===== config.mk =====
export PLATFORM = sky130hd
export DESIGN_NAME = axi_lite_master_cmd_flat
export DESIGN_NICKNAME = d
export VERILOG_FILES = /design/src/rtl/axi_lite_pkg.sv /design/src/rtl/axi_lite_master_cmd_if.sv /design/src/rtl/axi_lite_master_cmd.sv /design/src/flat_wrapper.sv
export SDC_FILE = /design/constraint.sdc
export NUM_CORES = 1
export LEC_CHECK = 0
export ABC_CLOCK_PERIOD_IN_PS = 1900
export BUFFER_PORTS_ARGS = -buffer_cell sky130_fd_sc_hd__clkbuf_2
export CORE_ASPECT_RATIO = 0.8
export CORE_MARGIN = 2
export CORE_UTILIZATION = 44
export DETAILED_ROUTE_END_ITERATION = 10
export PLACE_DENSITY = 0.76
export SYNTH_ARGS = -nofsm -noshare
export SYNTH_HDL_FRONTEND = slang
export SYNTH_SLANG_ARGS = --single-unit
export TNS_END_PERCENT = 1

===== constraint.sdc =====
create_clock -name M_AXI_ACLK -period 1.9 [get_ports M_AXI_ACLK]
set_input_delay 0.38 -clock M_AXI_ACLK [delete_from_list [all_inputs] [get_ports M_AXI_ACLK]]
set_output_delay 0.38 -clock M_AXI_ACLK [all_outputs]
set_load 0.02 [all_outputs]

===== src/rtl/axi_lite_pkg.sv =====
// Shared definitions for the AXI4-Lite command master.
// Contents:
//   - Bus widths, which are fixed.
//   - AXI response codes and the watchdog read-data pattern.
//   - FSM state encoding.
package axi_lite_pkg;

    localparam int unsigned C_M_AXI_ADDR_WIDTH = 32;
    localparam int unsigned C_M_AXI_DATA_WIDTH = 32;
    localparam int unsigned C_M_AXI_STRB_WIDTH = C_M_AXI_DATA_WIDTH / 8;

    localparam logic [1:0] RESP_OKAY   = 2'b00;
    localparam logic [1:0] RESP_EXOKAY = 2'b01;
    localparam logic [1:0] RESP_SLVERR = 2'b10;
    localparam logic [1:0] RESP_DECERR = 2'b11;

    localparam logic [31:0] TIMEOUT_RDATA = 32'hDEADBEEF;

    typedef enum logic [2:0] {
        StIdle      = 3'd0,
        StWaddrData = 3'd1,
        StWresp     = 3'd2,
        StRaddr     = 3'd3,
        StRdata     = 3'd4,
        StRsp       = 3'd5
    } state_e;

endpackage


===== src/rtl/axi_lite_master_cmd_if.sv =====
// AXI4-Lite bus bundle between the command master and a memory-mapped slave.
// Modports:
//   master - drives the AW/W/AR address, data and VALID signals plus BREADY/RREADY.
//   slave  - drives AWREADY/WREADY/ARREADY and the B/R response channels.
interface axi_lite_master_cmd_if;
    import axi_lite_pkg::*;

    logic [C_M_AXI_ADDR_WIDTH-1:0] awaddr;
    logic                          awvalid;
    logic                          awready;
    logic [C_M_AXI_DATA_WIDTH-1:0] wdata;
    logic [C_M_AXI_STRB_WIDTH-1:0] wstrb;
    logic                          wvalid;
    logic                          wready;
    logic [1:0]                    bresp;
    logic                          bvalid;
    logic                          bready;
    logic [C_M_AXI_ADDR_WIDTH-1:0] araddr;
    logic                          arvalid;
    logic                          arready;
    logic [C_M_AXI_DATA_WIDTH-1:0] rdata;
    logic [1:0]                    rresp;
    logic                          rvalid;
    logic                          rready;

    modport master (
        output awaddr, awvalid, wdata, wstrb, wvalid, bready, araddr, arvalid, rready,
        input  awready, wready, bresp, bvalid, arready, rdata, rresp, rvalid
    );

    modport slave (
        input  awaddr, awvalid, wdata, wstrb, wvalid, bready, araddr, arvalid, rready,
        output awready, wready, bresp, bvalid, arready, rdata, rresp, rvalid
    );

endinterface


===== src/rtl/axi_lite_master_cmd.sv =====
// Single-outstanding AXI4-Lite master: turns a command/response stream into one AXI4-Lite
// read or write at a time. All outputs are registered; reset is asynchronous, active-low.
// Ports:
//   M_AXI_ACLK, M_AXI_ARESETN - clock and reset (the slave shares this reset).
//   cmd_*                     - command stream (valid/ready, write flag, address, data, strobes).
//   rsp_*                     - response stream (valid/ready, read data, AXI response code).
//   busy                      - high whenever the FSM is not idle.
//   m_axi                     - AXI4-Lite master-side bus (AW, W, B, AR, R channels).
// Optional build macro AXI_MASTER_TIMEOUT_EN adds a watchdog that abandons a hung transfer
// after C_TIMEOUT_CYCLES cycles and answers with DECERR and the DEADBEEF pattern.
module axi_lite_master_cmd
    import axi_lite_pkg::*;
#(
    parameter logic [31:0] C_BASEADDR       = 32'h0000_0000,
    parameter int unsigned C_TIMEOUT_CYCLES = 1024
) (
    input  logic                  M_AXI_ACLK,
    input  logic                  M_AXI_ARESETN,
    input  logic                  cmd_valid,
    output logic                  cmd_ready,
    input  logic                  cmd_write,
    input  logic [31:0]           cmd_addr,
    input  logic [31:0]           cmd_wdata,
    input  logic [3:0]            cmd_wstrb,
    output logic                  rsp_valid,
    input  logic                  rsp_ready,
    output logic [31:0]           rsp_rdata,
    output logic [1:0]            rsp_resp,
    output logic                  busy,
    axi_lite_master_cmd_if.master m_axi
);

    state_e      state_q, state_d;
    logic        cmd_ready_q, cmd_ready_d;
    logic        rsp_valid_q, rsp_valid_d;
    logic [31:0] rsp_rdata_q, rsp_rdata_d;
    logic [1:0]  rsp_resp_q, rsp_resp_d;
    logic        busy_q, busy_d;
    logic [31:0] addr_q, addr_d;
    logic [31:0] wdata_q, wdata_d;
    logic [3:0]  wstrb_q, wstrb_d;
    logic        awvalid_q, awvalid_d;
    logic        wvalid_q, wvalid_d;
    logic        bready_q, bready_d;
    logic        arvalid_q, arvalid_d;
    logic        rready_q, rready_d;

`ifdef AXI_MASTER_TIMEOUT_EN
    localparam logic [15:0] TmoLast = 16'(C_TIMEOUT_CYCLES - 1);
    logic [15:0] tmo_q, tmo_d;
`endif

    always_comb begin
        state_d     = state_q;
        cmd_ready_d = cmd_ready_q;
        rsp_valid_d = rsp_valid_q;
        rsp_rdata_d = rsp_rdata_q;
        rsp_resp_d  = rsp_resp_q;
        addr_d      = addr_q;
        wdata_d     = wdata_q;
        wstrb_d     = wstrb_q;
        awvalid_d   = awvalid_q;
        wvalid_d    = wvalid_q;
        bready_d    = bready_q;
        arvalid_d   = arvalid_q;
        rready_d    = rready_q;

        unique case (state_q)
            StIdle: begin
                // cmd_ready is low for the first idle cycle after reset, then stays up.
                cmd_ready_d = 1'b1;
                if (cmd_valid && cmd_ready_q) begin
                    cmd_ready_d = 1'b0;
                    addr_d      = C_BASEADDR + cmd_addr;
                    wdata_d     = cmd_wdata;
                    wstrb_d     = cmd_wstrb;
                    if (cmd_write) begin
                        awvalid_d = 1'b1;
                        wvalid_d  = 1'b1;
                        state_d   = StWaddrData;
                    end else begin
                        arvalid_d = 1'b1;
                        state_d   = StRaddr;
                    end
                end
            end
            StWaddrData: begin
                // AW and W retire independently; a channel already done has VALID low.
                if (m_axi.awready) awvalid_d = 1'b0;
                if (m_axi.wready)  wvalid_d  = 1'b0;
                if ((!awvalid_q || m_axi.awready) && (!wvalid_q || m_axi.wready)) begin
                    bready_d = 1'b1;
                    state_d  = StWresp;
                end
            end
            StWresp: begin
                if (m_axi.bvalid && bready_q) begin
                    bready_d    = 1'b0;
                    rsp_resp_d  = m_axi.bresp;
                    rsp_rdata_d = '0;
                    rsp_valid_d = 1'b1;
                    state_d     = StRsp;
                end
            end
            StRaddr: begin
                if (m_axi.arready && arvalid_q) begin
                    arvalid_d = 1'b0;
                    rready_d  = 1'b1;
                    state_d   = StRdata;
                end
            end
            StRdata: begin
                if (m_axi.rvalid && rready_q) begin
                    rready_d    = 1'b0;
                    rsp_resp_d  = m_axi.rresp;
                    rsp_rdata_d = m_axi.rdata;
                    rsp_valid_d = 1'b1;
                    state_d     = StRsp;
                end
            end
            StRsp: begin
                if (rsp_ready && rsp_valid_q) begin
                    rsp_valid_d = 1'b0;
                    cmd_ready_d = 1'b1;
                    state_d     = StIdle;
                end
            end
            default: begin
                state_d = StIdle;
            end
        endcase

`ifdef AXI_MASTER_TIMEOUT_EN
        tmo_d = tmo_q;
        if (state_q == StIdle) begin
            tmo_d = '0;
        end else if (state_q != StRsp) begin
            tmo_d = tmo_q + 16'd1;
            // A genuine completion on the expiry cycle still wins over the watchdog.
            if (tmo_q == TmoLast && state_d != StRsp) begin
                awvalid_d   = 1'b0;
                wvalid_d    = 1'b0;
                bready_d    = 1'b0;
                arvalid_d   = 1'b0;
                rready_d    = 1'b0;
                rsp_valid_d = 1'b1;
                rsp_resp_d  = RESP_DECERR;
                rsp_rdata_d = TIMEOUT_RDATA;
                state_d     = StRsp;
            end
        end
`endif

        busy_d = (state_d != StIdle);
    end

    always_ff @(posedge M_AXI_ACLK or negedge M_AXI_ARESETN) begin
        if (!M_AXI_ARESETN) begin
            state_q     <= StIdle;
            cmd_ready_q <= 1'b0;
            rsp_valid_q <= 1'b0;
            rsp_rdata_q <= '0;
            rsp_resp_q  <= '0;
            busy_q      <= 1'b0;
            addr_q      <= '0;
            wdata_q     <= '0;
            wstrb_q     <= '0;
            awvalid_q   <= 1'b0;
            wvalid_q    <= 1'b0;
            bready_q    <= 1'b0;
            arvalid_q   <= 1'b0;
            rready_q    <= 1'b0;
        end else begin
            state_q     <= state_d;
            cmd_ready_q <= cmd_ready_d;
            rsp_valid_q <= rsp_valid_d;
            rsp_rdata_q <= rsp_rdata_d;
            rsp_resp_q  <= rsp_resp_d;
            busy_q      <= busy_d;
            addr_q      <= addr_d;
            wdata_q     <= wdata_d;
            wstrb_q     <= wstrb_d;
            awvalid_q   <= awvalid_d;
            wvalid_q    <= wvalid_d;
            bready_q    <= bready_d;
            arvalid_q   <= arvalid_d;
            rready_q    <= rready_d;
        end
    end

`ifdef AXI_MASTER_TIMEOUT_EN
    always_ff @(posedge M_AXI_ACLK or negedge M_AXI_ARESETN) begin
        if (!M_AXI_ARESETN) begin
            tmo_q <= '0;
        end else begin
            tmo_q <= tmo_d;
        end
    end
`endif

    // Watchdog limit must be at least 2 and fit the 16-bit counter.
    tmo_param_ok: assert property (@(posedge M_AXI_ACLK)
        C_TIMEOUT_CYCLES >= 2 && C_TIMEOUT_CYCLES <= 65536);

    assign cmd_ready     = cmd_ready_q;
    assign rsp_valid     = rsp_valid_q;
    assign rsp_rdata     = rsp_rdata_q;
    assign rsp_resp      = rsp_resp_q;
    assign busy          = busy_q;
    assign m_axi.awaddr  = addr_q;
    assign m_axi.araddr  = addr_q;
    assign m_axi.wdata   = wdata_q;
    assign m_axi.wstrb   = wstrb_q;
    assign m_axi.awvalid = awvalid_q;
    assign m_axi.wvalid  = wvalid_q;
    assign m_axi.bready  = bready_q;
    assign m_axi.arvalid = arvalid_q;
    assign m_axi.rready  = rready_q;

endmodule


===== src/flat_wrapper.sv =====
// flat-port wrapper written by rule: the top's interface ports become plain ports
module axi_lite_master_cmd_flat import axi_lite_pkg::*;
#(
    parameter logic [31:0] C_BASEADDR       = 32'h0000_0000,
    parameter int unsigned C_TIMEOUT_CYCLES = 1024
)
  (M_AXI_ACLK, M_AXI_ARESETN, cmd_valid, cmd_ready, cmd_write, cmd_addr, cmd_wdata, cmd_wstrb, rsp_valid, rsp_ready, rsp_rdata, rsp_resp, busy, m_axi_awaddr, m_axi_awvalid, m_axi_wdata, m_axi_wstrb, m_axi_wvalid, m_axi_bready, m_axi_araddr, m_axi_arvalid, m_axi_rready, m_axi_awready, m_axi_wready, m_axi_bresp, m_axi_bvalid, m_axi_arready, m_axi_rdata, m_axi_rresp, m_axi_rvalid);
  axi_lite_master_cmd_if m_axi_i ();
  input  logic M_AXI_ACLK;
  input  logic M_AXI_ARESETN;
  input  logic cmd_valid;
  output logic cmd_ready;
  input  logic cmd_write;
  input  logic [31:0] cmd_addr;
  input  logic [31:0] cmd_wdata;
  input  logic [3:0] cmd_wstrb;
  output logic rsp_valid;
  input  logic rsp_ready;
  output logic [31:0] rsp_rdata;
  output logic [1:0] rsp_resp;
  output logic busy;
  output wire logic [$bits(m_axi_i.awaddr)-1:0] m_axi_awaddr;
  output wire logic [$bits(m_axi_i.awvalid)-1:0] m_axi_awvalid;
  output wire logic [$bits(m_axi_i.wdata)-1:0] m_axi_wdata;
  output wire logic [$bits(m_axi_i.wstrb)-1:0] m_axi_wstrb;
  output wire logic [$bits(m_axi_i.wvalid)-1:0] m_axi_wvalid;
  output wire logic [$bits(m_axi_i.bready)-1:0] m_axi_bready;
  output wire logic [$bits(m_axi_i.araddr)-1:0] m_axi_araddr;
  output wire logic [$bits(m_axi_i.arvalid)-1:0] m_axi_arvalid;
  output wire logic [$bits(m_axi_i.rready)-1:0] m_axi_rready;
  input wire logic [$bits(m_axi_i.awready)-1:0] m_axi_awready;
  input wire logic [$bits(m_axi_i.wready)-1:0] m_axi_wready;
  input wire logic [$bits(m_axi_i.bresp)-1:0] m_axi_bresp;
  input wire logic [$bits(m_axi_i.bvalid)-1:0] m_axi_bvalid;
  input wire logic [$bits(m_axi_i.arready)-1:0] m_axi_arready;
  input wire logic [$bits(m_axi_i.rdata)-1:0] m_axi_rdata;
  input wire logic [$bits(m_axi_i.rresp)-1:0] m_axi_rresp;
  input wire logic [$bits(m_axi_i.rvalid)-1:0] m_axi_rvalid;
  assign m_axi_awaddr = m_axi_i.awaddr;
  assign m_axi_awvalid = m_axi_i.awvalid;
  assign m_axi_wdata = m_axi_i.wdata;
  assign m_axi_wstrb = m_axi_i.wstrb;
  assign m_axi_wvalid = m_axi_i.wvalid;
  assign m_axi_bready = m_axi_i.bready;
  assign m_axi_araddr = m_axi_i.araddr;
  assign m_axi_arvalid = m_axi_i.arvalid;
  assign m_axi_rready = m_axi_i.rready;
  assign m_axi_i.awready = m_axi_awready;
  assign m_axi_i.wready = m_axi_wready;
  assign m_axi_i.bresp = m_axi_bresp;
  assign m_axi_i.bvalid = m_axi_bvalid;
  assign m_axi_i.arready = m_axi_arready;
  assign m_axi_i.rdata = m_axi_rdata;
  assign m_axi_i.rresp = m_axi_rresp;
  assign m_axi_i.rvalid = m_axi_rvalid;
  axi_lite_master_cmd #(.C_BASEADDR(C_BASEADDR), .C_TIMEOUT_CYCLES(C_TIMEOUT_CYCLES)) u_core (.M_AXI_ACLK(M_AXI_ACLK), .M_AXI_ARESETN(M_AXI_ARESETN), .cmd_valid(cmd_valid), .cmd_ready(cmd_ready), .cmd_write(cmd_write), .cmd_addr(cmd_addr), .cmd_wdata(cmd_wdata), .cmd_wstrb(cmd_wstrb), .rsp_valid(rsp_valid), .rsp_ready(rsp_ready), .rsp_rdata(rsp_rdata), .rsp_resp(rsp_resp), .busy(busy), .m_axi(m_axi_i));
endmodule

==> impl_metrics.toml, run 1 <==
[die]
die_w_um = 118.5
die_area_um2 = 11320
die_h_um = 95.59
core_um2 = 10240
initial_core_util = 0.4505
ios = 256
rows = 33

[yosys]
synth_area_leader_cell = "dfrtp_1"
ys.flop_type = "dfrtp_1"
syn_inst = 463
synth_edf_count = 0
async_flop_share = 1.000
ys_seq_elements = 113
syn_nets = 577
syn_area_um2 = 4613
synth_top_area_frac = 0.6130
synth_area_leaders = "dfrtp_1, nand2_1, a22o_1"
yosysSeqAreaShare = 0.6130
synth.distinct_cells = 32
avgSynthCellArea_um2 = 9.964
ys_warn_count = 0

[clocking]
cts_buffers = 17
cts_sinks = 113
postCtsHoldBufs = 1
postCtsSetupBuffers = 0
cts-root-buf = "clkbuf_16"
post_cts_resized = 0
clk_latency_ps = 400
clockBufferDepth = 2
cts.clk_slew.worst_paths_ps = 50
cts_tree = "done"
cts_max_level = 4

[sta]
finalCritPeriodShare = 0.9272
skew_ps = 6.325
fmax_ghz = 0.5677
hold_slack_ps = 167.2
worst_pin_slew_ps = 321.1
rsz0062_at_grt = "false"
hold_viol = 0
layout_setup_ws_ps = 138.4
setup_violations = 0
period_needed_ps = 1762
report.final.slew_viol_count = 0
slew_headroom = 0.7855
finalSetupTns_ps = 0

[route]
dr.pass1.iters = 4
drt_iter0_drc = 223
drc = 0
drt_wl_total_mm = 11.71
routed_via_density = 4.714
routedWlPerCell_um = 13.86
vias = 3983
ant_nets = 0

[worst_setup_path]
endpoint_kind = "flop"
worstPathArrival_ps = 2040
critPathMaxFanout = 53
start_kind = "flop"
path_class = "flop to flop"
worstPathRequired_ps = 2180

[cells_and_area]
multi_input_area_um2 = 1406
regArea_um2 = 2828
stdcell_area_um2 = 6411
final_nets = 806
drive_gt1_frac = 0.4284
diodes = 0
area_growth_pct = 38.97
fill_cells = 888

[grt]
grt_pass1_wl_mm = 18.76
globalRouteTotalUtil = 0.2111
grt_overflow = 0
grt_pass1_vias = 3884
antenna_found_initial = 0
grt_max_degree = 62

[pwr]
vdd.ir_drop.worst_mv = 0.8880
p_leak_nw = 3.716
p_total_mw = 11.72
p_per_area_nw_per_um2 = 1829

[placement]
io_buffers = 255
place_ws_ps = 128.2
detailed_place.area_um2 = 5861
hpwl_mm = 8.451
gp_congestion = 0.8715

[outcome]
status = "completed"

[min_path]
min_path_type = "input port to flop"

[run]
maxCapViolCount = 0
[critical path, stage by stage, from the launching register on]
cell and delay, ps:
dfrtp_1 420, nand2_1 140, or4_2 680, buf_12 250, nand2_1 100, nand2_1 60
[where the power goes]
part	total (mW)	switching, mW	internal [mW]
clock network	2.85	1.04	1.81
registers	3.98	0.622	3.36
logic	4.90	3.24	1.66
[sequential cells by signal, summed over array words and instances (netlist names)]
| register | cells |
|---|---|
| u_core.rsp_resp | 2 |
| u_core.m_axi.arvalid | 1 |
| u_core.m_axi.wdata | 32 |
| u_core.cmd_ready | 1 |
| u_core.rsp_valid | 1 |
| u_core.m_axi.rready | 1 |
| u_core.rsp_rdata | 32 |
| u_core.m_axi.wvalid | 1 |
| u_core.m_axi.wstrb | 4 |
| u_core.state_q | 3 |
| u_core.busy | 1 |
| u_core.m_axi.araddr | 32 |
| u_core.m_axi.bready | 1 |
| u_core.m_axi.awvalid | 1 |
[per-layer routing]
layer	up-vias	routed length (µm)	track usage
met5	-	0	0
met4	0	232	0.09425
met3	20	747	0.05622
met2	167	5690	0.3444
met1	1868	5040	0.2680
li1	1928	-	-
[final cells by class]
| cell class | count | share of cell area |
|---|---|---|
| clock buffers | 21 | 0.07026 |
| clock inverters | 11 | 0.01405 |
| inverters | 2 | 0.001171 |
| multi-input cells | 290 | 0.2194 |
| flip-flops and latches | 113 | 0.4411 |
| well taps | 140 | 0.02732 |
| repair buffers | 268 | 0.2268 |
[cell usage in the layout (no fill, tap or decap), types with 2 or more instances in the layout]
cell type	instances
nand3_1	2
o21ai_0	4
buf_12	6
mux2i_1	2
dfrtp_1	113
a32oi_1	2
inv_1	2
nor2b_1	2
a21oi_1	7
nor3b_1	2
a22o_1	32
clkbuf_16	17
clkbuf_1	3
buf_4	7
nor2_1	5
clkinv_2	6
and3b_1	2
clkinvlp_4	4
clkbuf_2	254
nand2_1	212
nand2b_1	3
[cell usage after synthesis, drive strengths merged, types with 2 or more instances]
| library cell | n |
|---|---|
| a22o | 32 |
| inv | 2 |
| o21ai | 4 |
| nand2 | 212 |
| mux2i | 2 |
| nor2 | 5 |
| a21oi | 7 |
| dfrtp | 113 |
| nor3b | 3 |
| nand2b | 3 |
| clkbuf | 6 |
| and3b | 2 |
| buf | 52 |
| nand3 | 2 |
| nor2b | 2 |
| a32oi | 3 |
[final timing paths]
path	start	end	slack, ps	depth (start not counted)
max in group asynchronous	M_AXI_ARESETN	u_core.rsp_rdata[1]$_DFFE_PN0P_	1060	3
setup reg to reg	u_core.cmd_ready$_DFFE_PN0P_	u_core.m_axi.araddr[15]$_DFFE_PN0P_	140	5
min in group asynchronous	M_AXI_ARESETN	u_core.m_axi.araddr[5]$_DFFE_PN0P_	330	2
setup / recovery	u_core.cmd_ready$_DFFE_PN0P_	u_core.m_axi.araddr[15]$_DFFE_PN0P_	140	5
hold / removal	m_axi_wready	u_core.m_axi.wvalid$_DFFE_PN0P_	170	2
hold reg to reg	u_core.m_axi.wdata[27]$_DFFE_PN0P_	u_core.m_axi.wdata[27]$_DFFE_PN0P_	470	2
[stage by stage]
stage / util / cells
final: 0.6261 / 845
after global routing: 0.6261 / 845
after CTS: 0.6261 / 845
after detailed placement: 0.5723 / 812
after global placement: 0.5723 / 812
after floorplan: - / 463
[kinds of logic (layout without fill, tap and decap cells)]
kind of cell           Yosys count  count (layout)  share of synthesized area
AND/OR/NAND/NOR                237             237                     0.2105
flip-flops                     113             113                     0.6130
buffers and inverters           60             302                    0.08408
AO/OA/AOI/OAI                   51              51                    0.08815
multiplexers                     2               2                   0.004340
No activity file was read; power rests on OpenSTA's default activity.
==> run 2, diff against run 1 <==
--- a/config.mk
+++ b/config.mk
@@ -7,10 +7,11 @@
 export LEC_CHECK = 0
 export ABC_CLOCK_PERIOD_IN_PS = 1900
-export BUFFER_PORTS_ARGS = -buffer_cell sky130_fd_sc_hd__clkbuf_2
 export CORE_ASPECT_RATIO = 0.8
 export CORE_MARGIN = 2
-export CORE_UTILIZATION = 44
+export CORE_UTILIZATION = 45
 export DETAILED_ROUTE_END_ITERATION = 10
-export PLACE_DENSITY = 0.76
+export DONT_BUFFER_PORTS = 1
+export GPL_ROUTABILITY_DRIVEN = 0
+export PLACE_DENSITY = 0.57
 export SYNTH_ARGS = -nofsm -noshare
 export SYNTH_HDL_FRONTEND = slang
==> constraint.sdc (replaced) <==
create_clock -name M_AXI_ACLK -period 1.9 [get_ports M_AXI_ACLK]
set_input_delay 0.38 -clock M_AXI_ACLK [delete_from_list [all_inputs] [get_ports M_AXI_ACLK]]
set_output_delay 0.38 -clock M_AXI_ACLK [all_outputs]
set_load 0.005 [all_outputs]
==> impl_metrics.toml, run 2 (synthesis gave the netlist of run 1 again) <==
[outcome]
status = "finished, violations left"
violations = "hold timing"

[clocking]
post_cts_resized = 0
cts_sinks = 113
postCtsSetupBuffers = 0
cts.clk_slew.worst_paths_ps = 50
cts_tree = "done"
cts-root-buf = "clkbuf_16"
clockBufferDepth = 2
cts_buffers = 17
cts_max_level = 4
clk_latency_ps = 400

[worst_setup_path]
timing.rr.start = "u_core.cmd_ready$_DFFE_PN0P_"
critPathMaxFanout = 46
reg2reg_depth = 5
crit_top_cell = "nand2_1"
worstPathRequired_ps = 2190
path_class = "flop to flop"
cpMaxStageDelayCell = "or4_2"
r2r_slack_ps = 180
start_kind = "flop"
reg2reg_to = "u_core.m_axi.araddr[17]$_DFFE_PN0P_"
critical-path-max-stage-delay_ps = 670
worstPathArrival_ps = 2010
endpoint_kind = "flop"
crit_chain = "nand2_1, or4_2, buf_12, nand2_1, nand2_1"

[die]
ios = 256
initial_core_util = 0.4560
core_um2 = 10120
die_area_um2 = 11080
die_h_um = 94.56
die_w_um = 117.2
rows = 33

[sta]
finalSetupTns_ps = 0
skew_ps = 8.317
fmax_ghz = 0.5806
finalCritPeriodShare = 0.9065
report.final.slew_viol_count = 0
period_needed_ps = 1722
setup_violations = 0
hold_slack_ps = -326.8
worst_pin_slew_ps = 330.3
hold_viol = 113
slew_headroom = 0.7798
rsz0062_at_grt = "false"
layout_setup_ws_ps = 177.6

[cells_and_area]
layout_common_cells = "nand2_1, dfrtp_1, a22o_1, clkbuf_16, buf_4"
stdcell_area_um2 = 5117
final_common_cell = "nand2_1"
final_cells = 587
final_nets = 549
diodes = 0
fin_util = 0.5059
area_growth_pct = 10.93
drive_gt1_frac = 0.1051

[pwr]
p_leak_nw = 2.619
p_per_area_nw_per_um2 = 1816
p_total_mw = 9.293
vdd.ir_drop.worst_mv = 0.7498

[placement]
io_buffers = 0
placed_cells_incl_taps = 556
detailed_place.area_um2 = 4537
hpwl_mm = 7.024
place_ws_ps = 183.9

[grt]
grt_overflow = 0
grt_max_degree = 114
antenna_found_initial = 0
grt_pass1_vias = 3055
grt_pass1_wl_mm = 15.44
globalRouteTotalUtil = 0.1866

[route]
routed_via_density = 5.233
ant_nets = 0
drt_wl_total_mm = 10.38
vias = 3072
routedWlPerCell_um = 17.68
drt_iter0_drc = 182
drc = 0
dr.pass1.iters = 4

[min_path]
min_path_type = "input port to async pin"

[run]
maxCapViolCount = 0
-- run 2: layer usage --
metal	share of wire	wire, µm	up-vias	track usage
met2	0.49	5064	156	0.2912
met1	0.41	4225	1492	0.2236
li1	-	-	1413	-
met3	0.095	985	11	0.08087
met5	0	0	-	0
met4	0.010	105	0	0.08529
-- run 2: how the worst max path moves through the flow --
stage                                           to  slack (ps)  cells past startpoint                         start
6_report       u_core.m_axi.araddr[17]$_DFFE_PN0P_         180                      5  u_core.cmd_ready$_DFFE_PN0P_
5_1_grt         u_core.m_axi.wdata[10]$_DFFE_PN0P_          90                      5  u_core.cmd_ready$_DFFE_PN0P_
4_1_cts        u_core.m_axi.araddr[31]$_DFFE_PN0P_         180                      5  u_core.cmd_ready$_DFFE_PN0P_
3_5_place_dp   u_core.m_axi.araddr[31]$_DFFE_PN0P_         180                      5  u_core.cmd_ready$_DFFE_PN0P_
3_3_place_gp    u_core.m_axi.wdata[24]$_DFFE_PN0P_         220                      5  u_core.cmd_ready$_DFFE_PN0P_
2_1_floorplan  u_core.m_axi.araddr[29]$_DFFE_PN0P_         350                      6   u_core.state_q[0]$_DFF_PN0_
-- run 2: power by group --
group | total, mW | internal, mW | switching [mW] | leakage [nW]
clock | 3.07 | 2.01 | 1.05 | 0.277
sequential | 4.30 | 3.36 | 0.940 | 1.44
combinational | 1.93 | 0.797 | 1.13 | 0.903
total | 9.29 | 6.17 | 3.13 | 2.62
-- run 2: critical path: cells and delay by family (launching register included) --
| family | cells | cell delay (ps) |
|---|---|---|
| AND/OR/NAND/NOR | 4 | 990 |
| flip-flops | 1 | 380 |
| buffers and inverters | 1 | 230 |
-- run 2: final cells by class --
class / instances / area, µm²
well taps: 140 / 175.2
repair buffers: 11 / 120.1
flip-flops and latches: 113 / 2828
fillers: 940 / 4999
multi-input cells: 290 / 1406
clock buffers: 21 / 470.5
clock inverters: 10 / 110.1
inverters: 2 / 7.507
